**config.mk**
```make
export PLATFORM = sky130hd
export DESIGN_NAME = lcd_pattern_gen
export DESIGN_NICKNAME = d
export VERILOG_FILES = /design/src/rtl/lcd_pattern_gen.sv
export SDC_FILE = /design/constraint.sdc
export NUM_CORES = 1
export LEC_CHECK = 0
export CELL_PAD_IN_SITES_DETAIL_PLACEMENT = 1
export CELL_PAD_IN_SITES_GLOBAL_PLACEMENT = 1
export CORE_ASPECT_RATIO = 1.25
export CORE_UTILIZATION = 37
export CTS_BUF_LIST = sky130_fd_sc_hd__clkbuf_2
export DETAILED_ROUTE_END_ITERATION = 10
export GPL_TIMING_DRIVEN = 0
export PLACE_DENSITY_LB_ADDON = 0.1
export SETUP_SLACK_MARGIN = 0.02
export SLEW_MARGIN = 20
export SYNTH_ARGS = -nofsm -noshare
export SYNTH_HDL_FRONTEND = slang
export SYNTH_SLANG_ARGS = --single-unit
export TNS_END_PERCENT = 20
```
**constraint.sdc**
```tcl
create_clock -name CLK -period 1.7 [get_ports CLK]
set_input_delay 0.34 -clock CLK [delete_from_list [all_inputs] [get_ports CLK]]
set_output_delay 0.34 -clock CLK [all_outputs]
set_load 0.01 [all_outputs]
```
**src/rtl/lcd_pattern_gen.sv**
```systemverilog
// lcd_pattern_gen
// Downstream stage of the LCD timing generator. It follows DE/HSYNC/VSYNC to
// track the active-pixel X/Y position. It drives RGB565 test patterns and
// re-timed syncs to the panel. Every output is the registered result of the
// inputs sampled one pixel clock earlier.
// The pattern is only latched at frame start, so a pattern switch never tears.

module lcd_pattern_gen #(
  parameter int unsigned H_ACTIVE    = 800,  // active pixels per line, multiple of 8
  parameter int unsigned V_ACTIVE    = 480,  // active lines per frame
  parameter int unsigned AUTO_FRAMES = 60,   // frames per pattern in auto-cycle mode
  parameter bit          SYNC_LOW    = 1'b1  // 1: syncs active-low, 0: active-high
) (
  input  logic       CLK,
  input  logic       nRST,
  input  logic       IN_DE,
  input  logic       IN_HSYNC,
  input  logic       IN_VSYNC,
  input  logic [1:0] MODE,
  input  logic       AUTO,
  output logic       LCD_DE,
  output logic       LCD_HSYNC,
  output logic       LCD_VSYNC,
  output logic [4:0] LCD_R,
  output logic [5:0] LCD_G,
  output logic [4:0] LCD_B,
  output logic       FRAME_TICK
);

  typedef enum logic [1:0] {
    PAT_BARS  = 2'd0,
    PAT_GRID  = 2'd1,
    PAT_GRAD  = 2'd2,
    PAT_CHECK = 2'd3
  } pattern_e;

  // The pattern equations read X[9:5] and Y[8:3]. The counters are therefore
  // at least that wide, even for small panels.
  localparam int unsigned XW = ($clog2(H_ACTIVE) > 10) ? $clog2(H_ACTIVE) : 10;
  localparam int unsigned YW = ($clog2(V_ACTIVE) > 9) ? $clog2(V_ACTIVE) : 9;
  localparam logic [XW-1:0] X_MAX = XW'(H_ACTIVE - 1);
  localparam logic [YW-1:0] Y_MAX = YW'(V_ACTIVE - 1);

  // The colour-bar width is tracked by a small counter that runs next to X.
  // No divider is needed.
  localparam int unsigned BAR_LEN  = H_ACTIVE / 8;
  localparam int unsigned BW       = (BAR_LEN > 1) ? $clog2(BAR_LEN) : 1;
  localparam logic [BW-1:0] BAR_LAST = BW'(BAR_LEN - 1);

  localparam int unsigned FW = (AUTO_FRAMES > 1) ? $clog2(AUTO_FRAMES) : 1;
  localparam logic [FW-1:0] FRAME_LAST = FW'(AUTO_FRAMES - 1);

  // Idle level of a sync line. This is also the reset value of the sync history.
  localparam logic SYNC_IDLE = SYNC_LOW;

  // Position state
  logic [XW-1:0] x_q, x_d;
  logic [YW-1:0] y_q, y_d;
  logic [BW-1:0] bar_cnt_q, bar_cnt_d;
  logic [2:0]    bar_idx_q, bar_idx_d;

  // Pattern selection state
  pattern_e      pat_q, pat_d;
  logic [FW-1:0] frm_cnt_q, frm_cnt_d;

  // Output registers. The delayed DE/VSYNC values also serve as edge history.
  logic          de_q, hs_q, vs_q;
  logic          tick_q, tick_d;
  logic [4:0]    r_q, r_d;
  logic [5:0]    g_q, g_d;
  logic [4:0]    b_q, b_d;

  logic          vs_now_on;
  logic          vs_prev_on;
  logic          frame_start;
  logic          de_fall;
  logic          white;

  assign vs_now_on   = SYNC_LOW ? ~IN_VSYNC : IN_VSYNC;
  assign vs_prev_on  = SYNC_LOW ? ~vs_q : vs_q;
  assign frame_start = vs_now_on & ~vs_prev_on;
  assign de_fall     = de_q & ~IN_DE;

  // Horizontal position and bar index: count DE pixels, saturate, clear in blanking
  always_comb begin
    // NOTE: every combinational output gets a default first, so no path can infer a latch.
    x_d       = '0;
    bar_cnt_d = '0;
    bar_idx_d = '0;
    if (IN_DE) begin
      x_d = (x_q == X_MAX) ? x_q : x_q + XW'(1);
      if (bar_cnt_q == BAR_LAST) begin
        bar_cnt_d = '0;
        bar_idx_d = (bar_idx_q == 3'd7) ? bar_idx_q : bar_idx_q + 3'd1;
      end else begin
        bar_cnt_d = bar_cnt_q + BW'(1);
        bar_idx_d = bar_idx_q;
      end
    end
  end

  // Vertical position: advance at end of each active line, restart at frame start
  always_comb begin
    y_d = y_q;
    if (frame_start) begin
      y_d = '0;
    end else if (de_fall && (y_q != Y_MAX)) begin
      y_d = y_q + YW'(1);
    end
  end

  // Pattern latch: follow MODE at frame start, or step through patterns in auto mode
  always_comb begin
    pat_d     = pat_q;
    frm_cnt_d = AUTO ? frm_cnt_q : '0;
    tick_d    = frame_start;
    if (frame_start) begin
      if (!AUTO) begin
        pat_d = pattern_e'(MODE);
      end else if (frm_cnt_q == FRAME_LAST) begin
        frm_cnt_d = '0;
        pat_d     = pattern_e'(pat_q + 2'd1);
      end else begin
        frm_cnt_d = frm_cnt_q + FW'(1);
      end
    end
  end

  // Pixel colour from current X/Y and latched pattern; black outside active video
  always_comb begin
    r_d   = '0;
    g_d   = '0;
    b_d   = '0;
    white = 1'b0;
    if (IN_DE) begin
      unique case (pat_q)
        PAT_BARS: begin
          // white, yellow, cyan, green, magenta, red, blue, black
          r_d = {5{~bar_idx_q[1]}};
          g_d = {6{~bar_idx_q[2]}};
          b_d = {5{~bar_idx_q[0]}};
        end
        PAT_GRID: begin
          white = (x_q[4:0] == 5'd0) || (y_q[4:0] == 5'd0) ||
                  (x_q == X_MAX) || (y_q == Y_MAX);
        end
        PAT_GRAD: begin
          r_d = x_q[9:5];
          g_d = y_q[8:3];
          b_d = ~x_q[9:5];
        end
        PAT_CHECK: begin
          white = x_q[5] ^ y_q[5];
        end
      endcase
      if (white) begin
        r_d = 5'd31;
        g_d = 6'd63;
        b_d = 5'd31;
      end
    end
  end

  // State and output registers; reset puts syncs at their idle level
  always_ff @(posedge CLK or negedge nRST) begin
    if (!nRST) begin
      x_q       <= '0;
      y_q       <= '0;
      bar_cnt_q <= '0;
      bar_idx_q <= '0;
      pat_q     <= PAT_BARS;
      frm_cnt_q <= '0;
      de_q      <= 1'b0;
      hs_q      <= SYNC_IDLE;
      vs_q      <= SYNC_IDLE;
      tick_q    <= 1'b0;
      r_q       <= '0;
      g_q       <= '0;
      b_q       <= '0;
    end else begin
      // NOTE: non-blocking assignments; every register samples pre-edge values.
      x_q       <= x_d;
      y_q       <= y_d;
      bar_cnt_q <= bar_cnt_d;
      bar_idx_q <= bar_idx_d;
      pat_q     <= pat_d;
      frm_cnt_q <= frm_cnt_d;
      de_q      <= IN_DE;
      hs_q      <= IN_HSYNC;
      vs_q      <= IN_VSYNC;
      tick_q    <= tick_d;
      r_q       <= r_d;
      g_q       <= g_d;
      b_q       <= b_d;
    end
  end

  assign LCD_DE     = de_q;
  assign LCD_HSYNC  = hs_q;
  assign LCD_VSYNC  = vs_q;
  assign LCD_R      = r_q;
  assign LCD_G      = g_q;
  assign LCD_B      = b_q;
  assign FRAME_TICK = tick_q;

endmodule
```
* After elaboration in Yosys (flattened, before gate mapping)
Index checks and enable logic that the tools add are counted.
** Operators by class
- Add/sub/neg operators :: 6
- Multiply operators :: 0
- Divide/modulo/power cells :: 0
- $lt $le $gt $ge :: 0
- Equality and inequality tests :: 13
- Shifts and indexed selects :: 0
- Muxes and demuxes :: 26
- Bitwise gates (word level) :: 9
- Reductions and logical operators :: 10
** Operator list (count)
- $mux W6 :: 6
- $mux W10 :: 2
- $mux W5 :: 4
- $pmux W5 S2 :: 2
- $mux W9 :: 2
- $mux W7 :: 2
- $pmux W6 S2 :: 1
- $add A10 B1 Y10 const B :: 1
- $eq A10 B10 Y1 const B :: 1
- $logic_not A5 Y1 :: 2
- $add A9 B1 Y9 const B :: 1
- $eq A9 B9 Y1 const B :: 1
- $mux W3 :: 3
- $ne A9 B9 Y1 const B :: 1
- $add A7 B1 Y7 const B :: 1
- $eq A7 B7 Y1 const B :: 1
- $add A6 B1 Y6 const B :: 1
- $eq A6 B6 Y1 const B :: 1
- $not A1 Y1 :: 5
- $not A5 Y5 :: 1
- $eq A2 B2 Y1 const B :: 2
- $mux W2 :: 2
- $ne A2 B1 Y1 const B :: 2
- $ne A2 B2 Y1 const B :: 2
- 13 further kinds :: 17
** Storage, ports and cells
- Register bits :: 57
- Latch bits :: 0
- Memory bits (writable) :: 0
- ROM bits :: 0
- Output and inout bits :: 20
- Logic and storage cells :: 77
- Memories :: 0

* Longest topological paths before layout
Gate-level depths: netlist of the first run.
- Depth in word-level cells :: 8
- Gate-level depth with buffers :: 7
- Depth with buffers taken out :: 6

* Least setup slack after synthesis of the first run
OpenSTA, ideal clock, no wires.
- Path type :: register to register
- From :: register x_q[0]
- To :: register b_q[2], in the netlist LCD_B[2]
- Library setup time :: 122 ps
- Data arrival time :: 1673 ps
- Required time :: 1578 ps
- Setup slack :: -95 ps
- Stages on the path, launching flop included :: 7
- Period minus slack after synthesis :: 1795 ps
- Cells stage by stage :: dfrtp_1 ha_1 and4_1 and4bb_4 o31ai_4 buf_6 a21boi_2
** On the way
- Word-level cells in the longest chain between the ends :: 8
- Elaborated cells on any way between the ends :: 9
- Those cells by class :: eq/ne: 1; mux: 4; reduce/logical: 4
** RTL lines
- start: declaration :: line 57 : logic [XW-1:0] x_q, x_d;
- start signal: assignment :: line 167 : x_q <= '0;
- start signal: assignment :: line 182 : x_q <= x_d;
- $logic_not A5 Y1 :: line 144 : white = (x_q[4:0] == 5'd0) || (y_q[4:0] == 5'd0) ||
- $logic_or A1 B1 Y1 :: line 144
- $logic_or A1 B1 Y1 * :: line 144
- $logic_or A1 B1 Y1 * :: line 145 : (x_q == X_MAX) || (y_q == Y_MAX);
- $pmux W1 S2 * :: line 136 : unique case (pat_q)
- $mux W1 * :: line 135 : if (IN_DE) begin
- $mux W5 * :: line 156 : if (white) begin
- $mux W5 * :: line 135
- net b_d[2] :: line 71 : logic [4:0] b_q, b_d;
- end signal: assignment :: line 179 : b_q <= '0;
- end signal: assignment :: line 194 : b_q <= b_d;
- end: declaration :: line 71
The timed path passes the listed nets; every way through them passes the cells marked *. The select of a mux whose other input is x is not followed.
A chain may end at the register's enable or synchronous reset.

* Worst setup path after layout of the first run
- From :: register y_q[0]
- To :: register g_q[0], in the netlist LCD_G[0]
** On the way
- Word-level cells in the longest chain between the ends :: 8
- Elaborated cells on any way between the ends :: 9
- Those cells by class :: eq/ne: 1; mux: 4; reduce/logical: 4
** RTL lines
- start: declaration :: line 58 : logic [YW-1:0] y_q, y_d;
- start signal: assignment :: line 183 : y_q <= y_d;
- $logic_not A5 Y1 :: line 144
- $logic_or A1 B1 Y1 (2 in a row) :: line 144
- $logic_or A1 B1 Y1 * :: line 145
- $pmux W1 S2 * :: line 136
- $mux W1 * :: line 135
- $mux W6 * :: line 156
- $mux W6 * :: line 135
- net g_d[0] :: line 70 : logic [5:0] g_q, g_d;
- end signal: assignment :: line 193 : g_q <= g_d;
- end: declaration :: line 70
Marked as above.

==> flow_summary.json, run 1 <==
{
  "finClkSkew_ns": 0.0187,
  "nets": 360,
  "hold_class": "in2reg",
  "drtIter0Drc": 60,
  "status": "complete, but fails checks",
  "setup_viol": 4,
  "synth_fp_nets": 311,
  "worstPathArrival_ns": 2.12,
  "max_freq_mhz": 583,
  "clk_pin_slew_ns": 0.16,
  "gr-total-overflow": 0,
  "hold_viol_final": 0,
  "grt_util_met2_pct": 30.6,
  "fp.coreArea_mm2": 0.00779,
  "grt_usage_pct": 18.0,
  "maxSlewViolCount": 0,
  "netlist_top_cells_area": "dfrtp_1 (46%), ha_1 (5.1%), nand2_1 (4.9%)",
  "syn_area_per_cell_um2": 10.2,
  "dpl_cell_area_mm2": 0.00338,
  "relSlewSlack_pct": 59.1,
  "clock_latency_ns": 0.48,
  "fin_crit_sh_pct": 101,
  "area_growth_pct": 20.9,
  "p_leak_uw": 0.00176,
  "cp_slowest_cell": "or4b_4",
  "num_io_pins": 28,
  "post-route-cell-area_mm2": 0.00359,
  "worst_setup_path_end_kind": "flop",
  "gp_congestion": 0.789,
  "use_met1_pct": 21.0,
  "htreeDepth": 3,
  "layout_min_cycle_time_ns": 1.72,
  "syn_inst": 291,
  "grt_pass1_vias": 2346,
  "grt_first_pass_wirelength_mm": 11.2,
  "ys_types": 46,
  "violations": "negative setup slack",
  "grt_antenna_before_repair": 0,
  "ys_ff_latch": 57,
  "worstPathRequired_ns": 2.11,
  "slowest_delay_ns": 0.49,
  "die_h_um": 102,
  "synthArstFlopShare_pct": 100,
  "start_util_pct": 38.1,
  "ant_nets": 0,
  "cts-buffers-inserted": 9,
  "die_area_mm2": 0.00838,
  "synth_most_common_cell": "dfrtp_1",
  "crit_type": "reg2reg",
  "powerDensity_mw_per_mm2": 963,
  "synth_edf_count": 0,
  "yosys.area.top_type": "dfrtp_1",
  "wl_per_cell_um": 14.9,
  "wl_mm": 6.58,
  "synth_ff_type": "dfrtp_1",
  "fp.dieW_um": 82.1,
  "portBuffers": 26,
  "worstRegToRegCells": 7,
  "synth_top_area_share_pct": 46.4,
  "rsz0062_at_grt": "yes",
  "clock_path_buffers": 2,
  "drc_errors": 0,
  "crit_chain": "inv_2 > ha_1 > or4b_4 > o41ai_4 > o31ai_4 > buf_6 > a21boi_2",
  "vdd_drop_max_uv": 432,
  "grt_max_degree": 57,
  "dr.pass1.iters": 4,
  "drive_gt1_share_pct": 18.8,
  "synth_top_cells_by_count": "dfrtp_1 (55), nand2_1 (39), nor2_1 (30), o21ai_0 (13), ha_1 (12)",
  "tightest_slew_ns": 0.608,
  "met3_usage_pct": 5.09,
  "clock_sinks": 57,
  "fin_ws_ns": -0.0162,
  "dr_total_vias": 2252,
  "viasPerCell": 5.12,
  "grt-busiest-layer": "met2",
  "clockRootBuffer": "clkbuf_2",
  "hold_slack_ns": 0.247,
  "num_rows": 36,
  "synth_area_mm2": 0.00297,
  "crit_fanout": 5,
  "maxCapViolCount": 0,
  "cts_tree": "done",
  "hpwl_mm": 4.53,
  "synth_warnings": 0,
  "hold-path-cell-count": 3,
  "n_antenna_cell": 0,
  "ys_seq_area_share_pct": 48.2,
  "cp-start-kind": "flop"
}
-- repair_timing --
action,CTS,global route
hold buffers,1,0
setup buffers,7,2
setup endpoints to repair,46,32
gates resized for setup,33,14
hold endpoints to repair,56,0
pin swaps,2,2
cloned,1,0
-- placed cells by master, fill, tap and decap left out, types with 4 or more instances in the layout --
cell type and instances:
inv_1 7, dlygate4sd2_1 18, and3_1 5, nor2b_1 6, xor2_1 8, buf_4 9, clkbuf_1 5, xnor2_1 8
ha_1 11, and2_1 8, a21boi_0 4, dfrtp_1 55, nand2b_1 4, o21ai_0 12, nand3_1 9, mux2i_1 8
a21boi_2 14, nand2_1 39, o211ai_1 4, nor2_1 30, nand4_1 4, clkbuf_2 16, clkdlybuf4s50_1 5
-- metrics by stage --
step	TNS, ns	util [%]	setup WS (ns)	power, uW	std cells
after floorplan	0	-	0.0544	2290	291
after detailed placement	-4.68	43.3	-0.464	2790	413
final	-0.0366	46.0	-0.0162	3450	440
after CTS	-0.361	45.5	-0.0713	3480	438
after global placement	-91.59	43.0	-1.55	2740	412
after global routing	-1.27	46.0	-0.105	3760	440
-- where the power goes --
group	internal, uW	total (uW)	switching [uW]
clock network	189	694	505
registers	1540	1620	78.1
logic	504	1140	639
-- area by class of cell --
cell class	count	area, um^2
timing repair buffer	38	345
clock buffer	11	55.1
tap	95	119
fill	881	4210
buffer	12	77.6
sequential	57	1430
inverter	9	33.8
multi-input combinational	213	1510
clock inverter	5	22.5
-- critical path, delay by kind of cell (launching register included) --
kind	cells	cell delay (ns)
adder cells (fa/ha/maj)	1	0.14
buffers and inverters	2	0.23
AO/OA/AOI/OAI	3	0.35
flip-flops	1	0.43
AND/OR/NAND/NOR	1	0.49
-- logic make-up after synthesis --
kind of cell | share of synthesized area (%)
simple gates | 22.1
compound gates | 13.5
fa+ha+maj | 5.06
flops | 48.2
mux | 2.70
buf+inv | 3.71
xor+xnor | 4.72
-- per-layer routing --
| layer | wire length, um | vias up |
|---|---|---|
| li1 | - | 1099 |
| met1 | 2880 | 1117 |
| met2 | 3450 | 29 |
| met3 | 149 | 7 |
| met4 | 96 | 0 |
| met5 | 0 | - |
-- flip-flops by register name (all words and copies together), names as in the netlist --
register	cells
FRAME_TICK	1
LCD_B	5
LCD_DE	1
LCD_G	6
LCD_HSYNC	1
LCD_R	5
LCD_VSYNC	1
bar_cnt_q	7
bar_idx_q	3
frm_cnt_q	6
pat_q	2
x_q	10
y_q	9
-- final timing paths --
kind	from	to	slack [ns]
max	y_q[0]$_DFFE_PN0P_	LCD_G[0]$_DFF_PN0_	-0.02
min	AUTO	frm_cnt_q[2]$_DFF_PN0_	0.25
max reg2reg	y_q[0]$_DFFE_PN0P_	LCD_G[0]$_DFF_PN0_	-0.02
min reg2reg	bar_cnt_q[0]$_DFF_PN0_	bar_cnt_q[0]$_DFF_PN0_	0.46
max in group asynchronous	nRST	LCD_VSYNC$_DFF_PN1_	1.02
min in group asynchronous	nRST	LCD_HSYNC$_DFF_PN1_	0.33
Power figures use the tool's default switching activity.
==> inputs of run 2 (changes only) <==
--- a/config.mk
+++ b/config.mk
@@ -5,12 +5,14 @@
 export SDC_FILE = /design/constraint.sdc
 export NUM_CORES = 1
 export LEC_CHECK = 0
+export ABC_AREA = 0
 export CELL_PAD_IN_SITES_DETAIL_PLACEMENT = 1
 export CELL_PAD_IN_SITES_GLOBAL_PLACEMENT = 1
 export CORE_ASPECT_RATIO = 1.25
 export CORE_UTILIZATION = 37
 export CTS_BUF_LIST = sky130_fd_sc_hd__clkbuf_2
 export DETAILED_ROUTE_END_ITERATION = 10
+export GPL_ROUTABILITY_DRIVEN = 0
 export GPL_TIMING_DRIVEN = 0
 export PLACE_DENSITY_LB_ADDON = 0.1
 export SETUP_SLACK_MARGIN = 0.02
==> results of run 2 <==
Same layout as run 1: the final DEF is identical, and so are final timing and power.
